`src/rtl/wl_pkg.sv`:
```
// Shared types and constants for the weight loader: FSM state encoding,
// error codes and the flush-to-data gap length.
package wl_pkg;

  typedef enum logic [2:0] {
    IDLE     = 3'd0,
    FILL     = 3'd1,
    WAIT_TGT = 3'd2,
    FLUSH    = 3'd3,
    GAP      = 3'd4,
    SEND     = 3'd5,
    DONE     = 3'd6
  } wl_state_e;

  localparam logic [2:0] ERR_NONE   = 3'd0;
  localparam logic [2:0] ERR_SIZE   = 3'd1;
  localparam logic [2:0] ERR_LOCKED = 3'd2;
  localparam logic [2:0] ERR_PROTO  = 3'd3;

  // Cycles between the flush pulse and the first kernel word (target dummy slot).
  localparam int WL_GAP_CYCLES = 1;

endpackage

```
`src/rtl/weight_loader_if.sv`:
```
// Bus bundle for the weight loader: upstream valid/ready stream plus the
// target weight-buffer write side. master = loader, slave = environment.
interface weight_loader_if #(
  parameter int DATA_WIDTH = 16
);

  logic                  s_valid;
  logic                  s_ready;
  logic [DATA_WIDTH-1:0] s_data;
  logic                  tgt_busy;
  logic                  tgt_unconfiged;
  logic                  flush_kernel;
  logic [DATA_WIDTH-1:0] wt_data;

  modport master (
    input  s_valid, s_data, tgt_busy, tgt_unconfiged,
    output s_ready, flush_kernel, wt_data
  );

  modport slave (
    output s_valid, s_data, tgt_busy, tgt_unconfiged,
    input  s_ready, flush_kernel, wt_data
  );

endinterface

```
`src/rtl/wl_stage_ram.sv`:
```
// Staging register file: one synchronous write port, one asynchronous read port.
module wl_stage_ram #(
  parameter  int DATA_WIDTH   = 16,
  parameter  int BUFFER_DEPTH = 16,
  localparam int AW           = $clog2(BUFFER_DEPTH)
) (
  input  logic                  clk,
  input  logic                  we,
  input  logic [AW-1:0]         waddr,
  input  logic [DATA_WIDTH-1:0] wdata,
  input  logic [AW-1:0]         raddr,
  output logic [DATA_WIDTH-1:0] rdata
);

  logic [DATA_WIDTH-1:0] mem [BUFFER_DEPTH];

  // Capture one upstream word per accepted handshake.
  // NOTE: the array has no reset; every word read is written during FILL first,
  // so a reset would only cost flops and a wide reset fan-out.
  always_ff @(posedge clk) begin
    if (we) mem[waddr] <= wdata;
  end

  assign rdata = mem[raddr];

endmodule

```
`src/rtl/weight_loader.sv`:
```
// Weight loader: collects one kernel from an upstream stream, then writes it to
// an idle, unconfigured PE weight buffer as flush / gap / K data words / done.
// Optional target-response monitor: define WEIGHT_LOADER_CHECK_EN.
module weight_loader
  import wl_pkg::*;
#(
  parameter  int DATA_WIDTH   = 16,
  parameter  int BUFFER_DEPTH = 16,
  localparam int AW           = $clog2(BUFFER_DEPTH)
) (
  input  logic                clk,
  input  logic                rstn,
  input  logic                cfg_start,
  input  logic [7:0]          kernel_size,
  weight_loader_if.master     bus,
  output logic                loader_busy,
  output logic                done,
  output logic [2:0]          err
);

  wl_state_e             state;
  logic [7:0]            ks;
  logic [7:0]            count;
  logic [7:0]            idx;
  logic [7:0]            gap_cnt;
  logic                  flush_q;
  logic                  done_q;
  logic [2:0]            err_q;
  logic [DATA_WIDTH-1:0] wt_q;
  logic [DATA_WIDTH-1:0] rdata;
  logic                  s_ready;
  logic                  wr_en;
  logic [AW-1:0]         raddr;
`ifdef WEIGHT_LOADER_CHECK_EN
  logic                  proto_q;
`endif

  assign s_ready = (state == FILL) && (count < ks);
  assign wr_en   = bus.s_valid && s_ready;
  // Prefetch the next word so wt_data can be a registered output.
  assign raddr   = (state == SEND) ? AW'(idx + 8'd1) : '0;

  wl_stage_ram #(
    .DATA_WIDTH  (DATA_WIDTH),
    .BUFFER_DEPTH(BUFFER_DEPTH)
  ) u_ram (
    .clk  (clk),
    .we   (wr_en),
    .waddr(AW'(count)),
    .wdata(bus.s_data),
    .raddr(raddr),
    .rdata(rdata)
  );

  // Main control FSM with registered flush/data/done/error outputs.
  // NOTE: non-blocking assignments throughout so every register samples the
  // pre-edge values, independent of statement order.
  always_ff @(posedge clk or negedge rstn) begin
    if (!rstn) begin
      state   <= IDLE;
      ks      <= '0;
      count   <= '0;
      idx     <= '0;
      gap_cnt <= '0;
      flush_q <= 1'b0;
      done_q  <= 1'b0;
      err_q   <= ERR_NONE;
      wt_q    <= '0;
`ifdef WEIGHT_LOADER_CHECK_EN
      proto_q <= 1'b0;
`endif
    end else begin
      flush_q <= 1'b0;
      done_q  <= 1'b0;
      err_q   <= ERR_NONE;
      case (state)
        IDLE: begin
          if (cfg_start) begin
            ks <= kernel_size;
            if (kernel_size == 8'd0 || kernel_size > 8'(BUFFER_DEPTH)) begin
              err_q <= ERR_SIZE;
            end else begin
              count <= '0;
              state <= FILL;
            end
          end
        end
        FILL: begin
          if (wr_en) begin
            count <= count + 8'd1;
            if (count + 8'd1 == ks) state <= WAIT_TGT;
          end
        end
        WAIT_TGT: begin
          if (!bus.tgt_unconfiged) begin
            err_q <= ERR_LOCKED;
            state <= IDLE;
          end else if (!bus.tgt_busy) begin
            flush_q <= 1'b1;
            state   <= FLUSH;
          end
        end
        FLUSH: begin
          gap_cnt <= '0;
          state   <= GAP;
`ifdef WEIGHT_LOADER_CHECK_EN
          proto_q <= 1'b0;
`endif
        end
        GAP: begin
`ifdef WEIGHT_LOADER_CHECK_EN
          if (!bus.tgt_busy) proto_q <= 1'b1;
`endif
          if (gap_cnt == 8'(WL_GAP_CYCLES - 1)) begin
            idx   <= '0;
            wt_q  <= rdata;
            state <= SEND;
          end else begin
            gap_cnt <= gap_cnt + 8'd1;
          end
        end
        SEND: begin
          if (idx == ks - 8'd1) begin
`ifdef WEIGHT_LOADER_CHECK_EN
            if (!bus.tgt_busy) proto_q <= 1'b1;
`endif
            wt_q   <= '0;
            done_q <= 1'b1;
            state  <= DONE;
          end else begin
            idx  <= idx + 8'd1;
            wt_q <= rdata;
          end
        end
        DONE:    state <= IDLE;
        default: state <= IDLE;
      endcase
    end
  end

  // Error output; the DONE-cycle busy check must see the live target response.
  // NOTE: err gets a default before any conditional override so no latch is inferred.
  always_comb begin
    err = err_q;
`ifdef WEIGHT_LOADER_CHECK_EN
    if (state == DONE && (proto_q || bus.tgt_busy)) err = ERR_PROTO;
`endif
  end

  assign bus.s_ready      = s_ready;
  assign bus.flush_kernel = flush_q;
  assign bus.wt_data      = wt_q;
  assign done             = done_q;
  assign loader_busy      = (state != IDLE);

endmodule

```
`src/flat_wrapper.sv`:
```
// flat-port wrapper written by rule: the top's interface ports become plain ports
module weight_loader_flat import wl_pkg::*;
#(
  parameter  int DATA_WIDTH   = 16,
  parameter  int BUFFER_DEPTH = 16,
  localparam int AW           = $clog2(BUFFER_DEPTH)
)
  (clk, rstn, cfg_start, kernel_size, loader_busy, done, err, bus_s_valid, bus_s_data, bus_tgt_busy, bus_tgt_unconfiged, bus_s_ready, bus_flush_kernel, bus_wt_data);
  weight_loader_if #(.DATA_WIDTH(DATA_WIDTH)) bus_i ();
  input  logic clk;
  input  logic rstn;
  input  logic cfg_start;
  input  logic [7:0] kernel_size;
  output logic loader_busy;
  output logic done;
  output logic [2:0] err;
  input wire logic [$bits(bus_i.s_valid)-1:0] bus_s_valid;
  input wire logic [$bits(bus_i.s_data)-1:0] bus_s_data;
  input wire logic [$bits(bus_i.tgt_busy)-1:0] bus_tgt_busy;
  input wire logic [$bits(bus_i.tgt_unconfiged)-1:0] bus_tgt_unconfiged;
  output wire logic [$bits(bus_i.s_ready)-1:0] bus_s_ready;
  output wire logic [$bits(bus_i.flush_kernel)-1:0] bus_flush_kernel;
  output wire logic [$bits(bus_i.wt_data)-1:0] bus_wt_data;
  assign bus_i.s_valid = bus_s_valid;
  assign bus_i.s_data = bus_s_data;
  assign bus_i.tgt_busy = bus_tgt_busy;
  assign bus_i.tgt_unconfiged = bus_tgt_unconfiged;
  assign bus_s_ready = bus_i.s_ready;
  assign bus_flush_kernel = bus_i.flush_kernel;
  assign bus_wt_data = bus_i.wt_data;
  weight_loader #(.DATA_WIDTH(DATA_WIDTH), .BUFFER_DEPTH(BUFFER_DEPTH)) u_core (.clk(clk), .rstn(rstn), .cfg_start(cfg_start), .kernel_size(kernel_size), .bus(bus_i), .loader_busy(loader_busy), .done(done), .err(err));
endmodule
```
`config.mk`:
```
export PLATFORM = sky130hd
export DESIGN_NAME = weight_loader_flat
export DESIGN_NICKNAME = d
export VERILOG_FILES = /design/src/rtl/wl_pkg.sv /design/src/rtl/weight_loader_if.sv /design/src/rtl/wl_stage_ram.sv /design/src/rtl/weight_loader.sv /design/src/flat_wrapper.sv
export SDC_FILE = /design/constraint.sdc
export NUM_CORES = 1
export LEC_CHECK = 0
export ABC_AREA = 1
export CORE_MARGIN = 3
export CORE_UTILIZATION = 35
export DETAILED_ROUTE_END_ITERATION = 6
export PLACE_DENSITY = 0.47
export SYNTH_ARGS = -nofsm -noshare
export SYNTH_HDL_FRONTEND = slang
export SYNTH_SLANG_ARGS = --single-unit
```
`constraint.sdc`:
```
create_clock -name clk -period 3.7 [get_ports clk]
set_input_delay 1.11 -clock clk [delete_from_list [all_inputs] [get_ports clk]]
set_output_delay 1.11 -clock clk [all_outputs]
set_load 0.01 [all_outputs]
```
==> run summary, run 1 <==
Core Footprint: 0.0378 sq mm
Syn_nets: 1,305
Critical Path AT: 2.33 ns
Mean area per synthesized cell: 10.7 sq um
Final-report max-slew violation count: 0
Post-Synth Simple-Gate Area: 0.184
Max transition margin: 0.458
Worst slew pin tran: 0.813 ns
Mux cell area share after synthesis: 0
Mapped Area: 0.0135 sq mm
Max-cap viol count: 0
Post-route clock period utilization: 0.930
All-Layer GR Usage: 0.178
Yosys warnings: 0
First-pass GRT wire length: 56.1 mm
Crit-path max cell delay: 0.53 ns
Fmax: 291 MHz
Hold-fix buffers at CTS: 0
Pin count of the biggest net entering global routing: 88
Critical path capture point type: output pin
RSZ-0062 raised after global routing: no
Adder-cell share of the synthesized area: 0.0148
Clock Sinks: 311
Drt total wl: 36.2 mm
Via Count: 9,295
Final Hold Fails: 0
Drt first pass iters: 4
Post CTS Setup Buffer Count: 0
Area growth from synthesis to layout: 17.8%
Ant diodes: 0
Final RePlAce weighted congestion: 0.800
CP max stage cell: clkdlybuf4s50_1
CP Launch Type: flop
Psw: 3.45 mW
CTS root buffer: clkbuf_16
H-tree levels: 2
CTS max path bufs: 3
Final instance area: 0.0159 sq mm
Grt ovf: 0
Sw Share: 0.326
Register area share after synthesis: 0.672
Rows: 71
Area after DPL: 0.0147 sq mm
Routed len/inst: 19.5 um
Worst hold path class: flop to flop
Die ar.: 0.0409 sq mm
Sequential share of power: 0.409
Worst reg-to-reg setup slack: 0.95 ns
Final Critical Period: 3.44 ns
Worst ir drop on vdd: 0.358 mV
Internal Power: 7.13 mW
DRC: 0
Cells after Synth: 1,259
Vias in the first global route: 9,146
Post-route ant nets: 0
XOR/XNOR share of the synthesized area: 0.00844
PortBufs: 51
CTS tree: done
Post-DP HPWL: 22.1 mm
Combinational Power Share: 0.263
Number of CTS-inserted buffers: 36
Die outline width: 202 um
Clk pwr share: 0.328
Io pins: 53
Critical Path RT: 2.59 ns
Initial DRC Count: 641
Initial antenna violation count: 0
Setup violations, final: 0
Leak: 5.91 nW
Nets: 1,371
Skew final: 0.0340 ns
Status: finished, final reports clean
Die H: 202 um
Synthesized flop and latch total: 311
Cells along the critical path: inv_1, ha_1, a21oi_1, o21a_1, and3_1, clkdlybuf4s50_1
Count of different cell masters after synthesis: 32
Synth Area in Compound Gates: 0.0787
Post-Route Setup TNS: 0 ns
Fill cells: 3,667
CP Class: flop to output pin
Post_cts resized: 0
Crit Path Max Fanout: 5
Main combinational cell family by area after synthesis: simple AND/OR/NAND/NOR gates
Layout cells sized above 1: 0.0815
Vias/cell: 4.99
Clk slew on worst S/H paths: 0.06 ns
Power Dens Cells: 666 mW/mm^2
Initial Util: 0.356
Clk_lat worst skew: 0.53 ns
-- power groups by stage --
stage / combinational (mW) / sequential, mW / clock, mW
6_report: 2.79 / 4.33 / 3.47
5_1_grt: 3.15 / 4.36 / 3.71
4_1_cts: 2.84 / 4.33 / 3.56
3_5_place_dp: 2.83 / 4.40 / 0
3_3_place_gp: 2.84 / 4.39 / 0
2_1_floorplan: 1.73 / 4.35 / 0
-- per-stage QoR --
| step | instances | power [mW] | utilization | setup WS, ns | hold slack (ns) |
|---|---|---|---|---|---|
| after global routing | 1861 | 11.2 | 0.420 | 0.0628 | 0.537 |
| after floorplan | 1259 | 6.08 | - | 0.547 | 0.471 |
| after CTS | 1861 | 10.7 | 0.420 | 0.217 | 0.505 |
| after global placement | 1798 | 7.23 | 0.390 | 0.760 | 0.496 |
| after detailed placement | 1798 | 7.23 | 0.390 | 0.773 | 0.496 |
| final | 1861 | 10.6 | 0.420 | 0.259 | 0.501 |
-- cells in the final DEF, fill, tap and decap left out, drive strengths merged, types with 11 or more instances in the layout --
master	count
nand2	262
edfxtp	256
nor2	178
o21ai	137
nand3	119
inv	67
dfrtp	55
clkdlybuf4s50	50
clkbuf	47
buf	37
nor3	27
o211ai	25
ha	16
clkinv	14
a21oi	11
-- final timing paths --
check / startpoint / end / cells after the start
worst max-delay path: u_core.ks[5]$_DFFE_PN0P_ / bus_s_ready / 6
worst max register to register: u_core.idx[0]$_DFFE_PN0P_ / u_core.bus.wt_data[11]$_DFFE_PN0P_ / 10
worst min register to register: u_core.gap_cnt[0]$_DFFE_PN0P_ / u_core.gap_cnt[0]$_DFFE_PN0P_ / 1
worst min-delay path: u_core.gap_cnt[0]$_DFFE_PN0P_ / u_core.gap_cnt[0]$_DFFE_PN0P_ / 1
min in group asynchronous: rstn / u_core.ks[7]$_DFFE_PN0P_ / 1
max in group asynchronous: rstn / u_core.count[3]$_DFFE_PN0P_ / 2
-- Yosys cell counts (all sizes together) --
library cell	count	area [sq um]
clkbuf	28	105
nand4	7	43.8
nor4	3	18.8
o21ai	137	686
o211ai	25	188
or2	2	12.5
nor3	27	135
nor2	178	684
o32ai	1	8.76
xnor2	5	43.8
edfxtp	256	7690
o21a	8	60.1
buf	31	198
xor2	8	70.1
dfrtp	55	1380
a21oi	11	55.1
nand3	119	596
o22ai	9	56.3
clkinv	1	3.75
inv	67	251
o21bai	1	7.51
conb	1	3.75
nand2	262	988
ha	16	200
and3	1	6.26
-- registers in the layout, summed over array words and instances, names as in the netlist, 2 cells and up --
name,count
u_core.err,2
u_core.count,8
u_core.bus.wt_data,16
u_core.state,3
u_core.ks,8
u_core.idx,8
u_core.gap_cnt,8
u_core.u_ram.mem,256
-- metal layers --
layer  global-route usage  vias to the layer above  wire, um
met5                    0                        -         0
met4               0.0406                        0       581
met3               0.0263                       41      1220
met2                0.294                      148     17300
met1                0.250                     4597     17100
li1                     -                     4509         -
-- cell type report --
class	instances	area (sq um)	share of cell area
Clock buffer	47	985	0.0620
Clock inverter	16	158	0.00992
Inverter	68	258	0.0162
Multi-Input combinational cell	821	3950	0.248
Sequential cell	311	9060	0.570
Tap cell	511	639	0.0402
Timing Repair Buffer	87	838	0.0528
-- critical path, delay by kind of cell (launching register included) --
kind	cells	cell delay [ns]
buf+inv	2	0.64
compound gates	2	0.29
flops	1	0.43
fa+ha+maj	1	0.30
simple gates	1	0.16
-- cell families (layout without fill, tap and decap cells) --
kind of cell               count (synthesis)  in the layout
adders and majority gates                 16             16
xor gates and xnor gates                  13             13
DFF                                      311            311
AOI/OAI and AO/OA                        192            192
buffers and inverters                    127            218
and+or+nand+nor                          599            599
other                                      1              1
Power figures use the tool's default switching activity.
==> run 2, diff against run 1 <==
--- a/config.mk
+++ b/config.mk
@@ -9,7 +9,7 @@
 export CORE_MARGIN = 3
 export CORE_UTILIZATION = 35
 export DETAILED_ROUTE_END_ITERATION = 6
-export PLACE_DENSITY = 0.47
+export PLACE_DENSITY = 0.49
 export SYNTH_ARGS = -nofsm -noshare
 export SYNTH_HDL_FRONTEND = slang
 export SYNTH_SLANG_ARGS = --single-unit
==> constraint.sdc (replaced) <==
create_clock -name clk -period 2.85 [get_ports clk]
set_input_delay 0.855 -clock clk [delete_from_list [all_inputs] [get_ports clk]]
set_output_delay 0.855 -clock clk [all_outputs]
set_load 0.01 [all_outputs]
==> run 2 against run 1 <==
Flip-flop and latch count is the same. Cell area grew 1.9%. Die area is the same. Combinational power grew 38%. Register-to-register slack lost 0.64 ns. Critical path depth grew 2. Wire length grew 0.52%. Non-clock buffer count grew 23. Via count grew 1.4%. Worst setup slack lost 0.11 ns. Clock skew shrank 0.011 ns. Largest cell class unchanged. Highest routed layer unchanged.
==> run summary, run 2 (synthesis gave the netlist of run 1 again) <==
Post-route ant nets: 0 (unchanged)
Initial DRC Count: 683 (was 641)
Vias/cell: 4.99 (about the same)
Critical Path RT: 2.00 ns (was 2.59 ns)
Io pins: 53 (unchanged)
CP max stage cell: dfrtp_1 (was clkdlybuf4s50_1)
Skew final: 0.0233 ns (was 0.0340 ns)
Critical Path AT: 1.85 ns (was 2.33 ns)
PortBufs: 51 (unchanged)
Core Footprint: 0.0378 sq mm (unchanged)
FF-to-FF Start: u_core.ks[1]$_DFFE_PN0P_ (was u_core.idx[0]$_DFFE_PN0P_)
Sequential share of power: 0.393 (was 0.409)
Vias in the first global route: 9,325 (was 9,146)
CTS root buffer: clkbuf_16 (unchanged)
Internal Power: 9.50 mW (was 7.13 mW)
Top reg by flops: u_core.u_ram.mem (unchanged)
Ant diodes: 0 (unchanged)
Final core occ: 0.428 (was 0.420)
Rows: 71 (unchanged)
Most Frequent Cell on Critical Path: nand2_1
CP Class: flop to output pin (unchanged)
Cells along the critical path: ha_1, inv_1, nor2_1, o21bai_1, nand2_1, nand2_1, and3_1, clkbuf_2 (was inv_1, ha_1, a21oi_1, o21a_1, and3_1, clkdlybuf4s50_1)
Routed len/inst: 19.3 um (was 19.5 um)
Fill cells: 3,669 (was 3,667)
DP Worst Slack: 0.228 ns (was 0.773 ns)
Die ar.: 0.0409 sq mm (unchanged)
Initial antenna violation count: 0 (unchanged)
Clk_lat worst skew: 0.54 ns (was 0.53 ns)
CTS max path bufs: 3 (unchanged)
Clock Sinks: 311 (unchanged)
Final Hold Fails: 0 (unchanged)
All-Layer GR Usage: 0.177 (was 0.178)
Setup violations, final: 0 (unchanged)
Crit-path max cell delay: 0.39 ns (was 0.53 ns)
Worst Hold Margin: 0.296 ns (was 0.501 ns)
Post-DP HPWL: 22.4 mm (was 22.1 mm)
Max reg flops: 256 (unchanged)
Crit Path Max Fanout: 2 (was 5)
Setup ws final: 0.145 ns (was 0.259 ns)
Worst hold path class: input port to asynchronous set/reset pin (was flop to flop)
Post-route clock period utilization: 0.949
Leak: 6.05 nW (was 5.91 nW)
Area growth from synthesis to layout: 20.1% (was 17.8%)
WP buf/inv: 2 (unchanged)
Hold-fix buffers at CTS: 0 (unchanged)
Layout cells sized above 1: 0.108 (was 0.0815)
Psw: 4.63 mW (was 3.45 mW)
Die outline width: 202 um (unchanged)
Sw Share: 0.328 (was 0.326)
Pin count of the biggest net entering global routing: 74 (was 88)
RSZ-0062 raised after global routing: no (unchanged)
Final RePlAce weighted congestion: 0.821 (was 0.800)
CP Launch Type: flop (unchanged)
Final Critical Period: 2.71 ns
Critical path capture point type: output pin (unchanged)
Clk slew on worst S/H paths: 0.06 ns (about the same)
Max-cap viol count: 0 (unchanged)
DRC: 0 (unchanged)
Top delay family on crit path: flip-flops (was buffers and inverters)
H-tree levels: 2 (unchanged)
Fmax: 370 MHz
Commonest non-fill, non-tap cells in the layout: 258 x nand2_1, 256 x edfxtp_1, 176 x nor2_1 (unchanged)
Max transition margin: 0.449 (was 0.458)
Power Dens Cells: 873 mW/mm^2 (was 666 mW/mm^2)
Final-report max-slew violation count: 0 (unchanged)
CTS tree: done (unchanged)
Die H: 202 um (unchanged)
Clk pwr share: 0.334 (was 0.328)
First-pass GRT wire length: 55.9 mm (was 56.1 mm)
Worst slew pin tran: 0.826 ns (was 0.813 ns)
Worst ir drop on vdd: 0.548 mV (was 0.358 mV)
Drt total wl: 36.4 mm (was 36.2 mm)
Initial Util: 0.356 (unchanged)
Grt ovf: 0 (unchanged)
Status: finished, final reports clean (unchanged)
Worst Setup SP: u_core.count[1]$_DFFE_PN0P_ (was u_core.ks[5]$_DFFE_PN0P_)
Drt first pass iters: 5 (was 4)
Leading cell type in the layout, fill and taps excluded: nand2_1 (unchanged)
Via Count: 9,424 (was 9,295)
Number of CTS-inserted buffers: 36 (unchanged)
Nets: 1,394 (was 1,371)
Combinational Power Share: 0.273 (was 0.263)
==> run 2: changes by cell type in the layout (fill, tap and decap cells not counted), moves of 3 or more <==
cell        previous run  this run
inv_2                  2         5
clkbuf_1               9         6
buf_12                 5        10
clkinv_1               8         5
clkinvlp_4             0         4
buf_4                 31        49
inv_1                 64        61
==> run 2: per-stage QoR <==
| step | power [mW] | setup TNS, ns | area [sq um] | std cells |
|---|---|---|---|---|
| finish | 14.1 | 0 | 16200 | 1887 |
| CTS | 14.3 | 0 | 16200 | 1887 |
| global route | 14.9 | 0 | 16200 | 1887 |
| detailed placement | 9.48 | 0 | 14900 | 1816 |
| global placement | 9.47 | 0 | 14900 | 1816 |
| floorplan | 7.89 | -55.02 | 13500 | 1259 |
==> run 2: worst paths after layout <==
kind	to	slack [ns]	cells after the start
worst max-delay path	bus_s_ready	0.14	8
worst min-delay path	u_core.count[7]$_DFFE_PN0P_	0.30	2
worst max register to register	u_core.idx[4]$_DFFE_PN0P_	0.31	15
worst min register to register	u_core.gap_cnt[0]$_DFFE_PN0P_	0.51	1
max in group asynchronous	u_core.count[0]$_DFFE_PN0P_	2.24	2
min in group clk	u_core.gap_cnt[0]$_DFFE_PN0P_	0.51	1
==> run 2: cell type report <==
class	instances	area, sq um	share of cell area
inverters	68	258	0.0159
clock buffers	42	923	0.0570
flip-flops and latches	311	9070	0.560
clock inverters	24	284	0.0175
well taps	511	639	0.0395
multi-input cells	821	3950	0.244
repair buffers	110	1070	0.0660
==> run 2: worst register-to-register path, delay by kind of cell, from the launching register on <==
family / cells / cell delay [ns]
AND/OR/NAND/NOR: 10 / 1.26
buffers and inverters: 3 / 0.48
flip-flops: 1 / 0.37
adder cells (fa/ha/maj): 1 / 0.18
AO/OA/AOI/OAI: 1 / 0.13
==> run 2: what timing repair did <==
| action | in CTS | in global routing |
|---|---|---|
| gates resized for setup | 7 | 2 |
| endpoints found under the setup margin | 1 | 2 |
| setup buffers | 5 | 0 |
| pin swaps | 0 | 0 |
==> run 2: routing by layer <==
metal | GRT usage | vias up | routed length, um
li1 | - | 4561 | -
met1 | 0.244 | 4622 | 16600
met2 | 0.296 | 197 | 17600
met3 | 0.0251 | 44 | 1520
met4 | 0.0463 | 0 | 654
met5 | 0 | - | 0
==> run 2: power by group through the flow <==
stage | registers [mW] | logic (mW) | clock network (mW)
6_report | 5.56 | 3.85 | 4.72
5_1_grt | 5.59 | 4.33 | 5.00
4_1_cts | 5.56 | 3.92 | 4.83
3_5_place_dp | 5.67 | 3.81 | 0
3_3_place_gp | 5.66 | 3.81 | 0
2_1_floorplan | 5.65 | 2.24 | 0
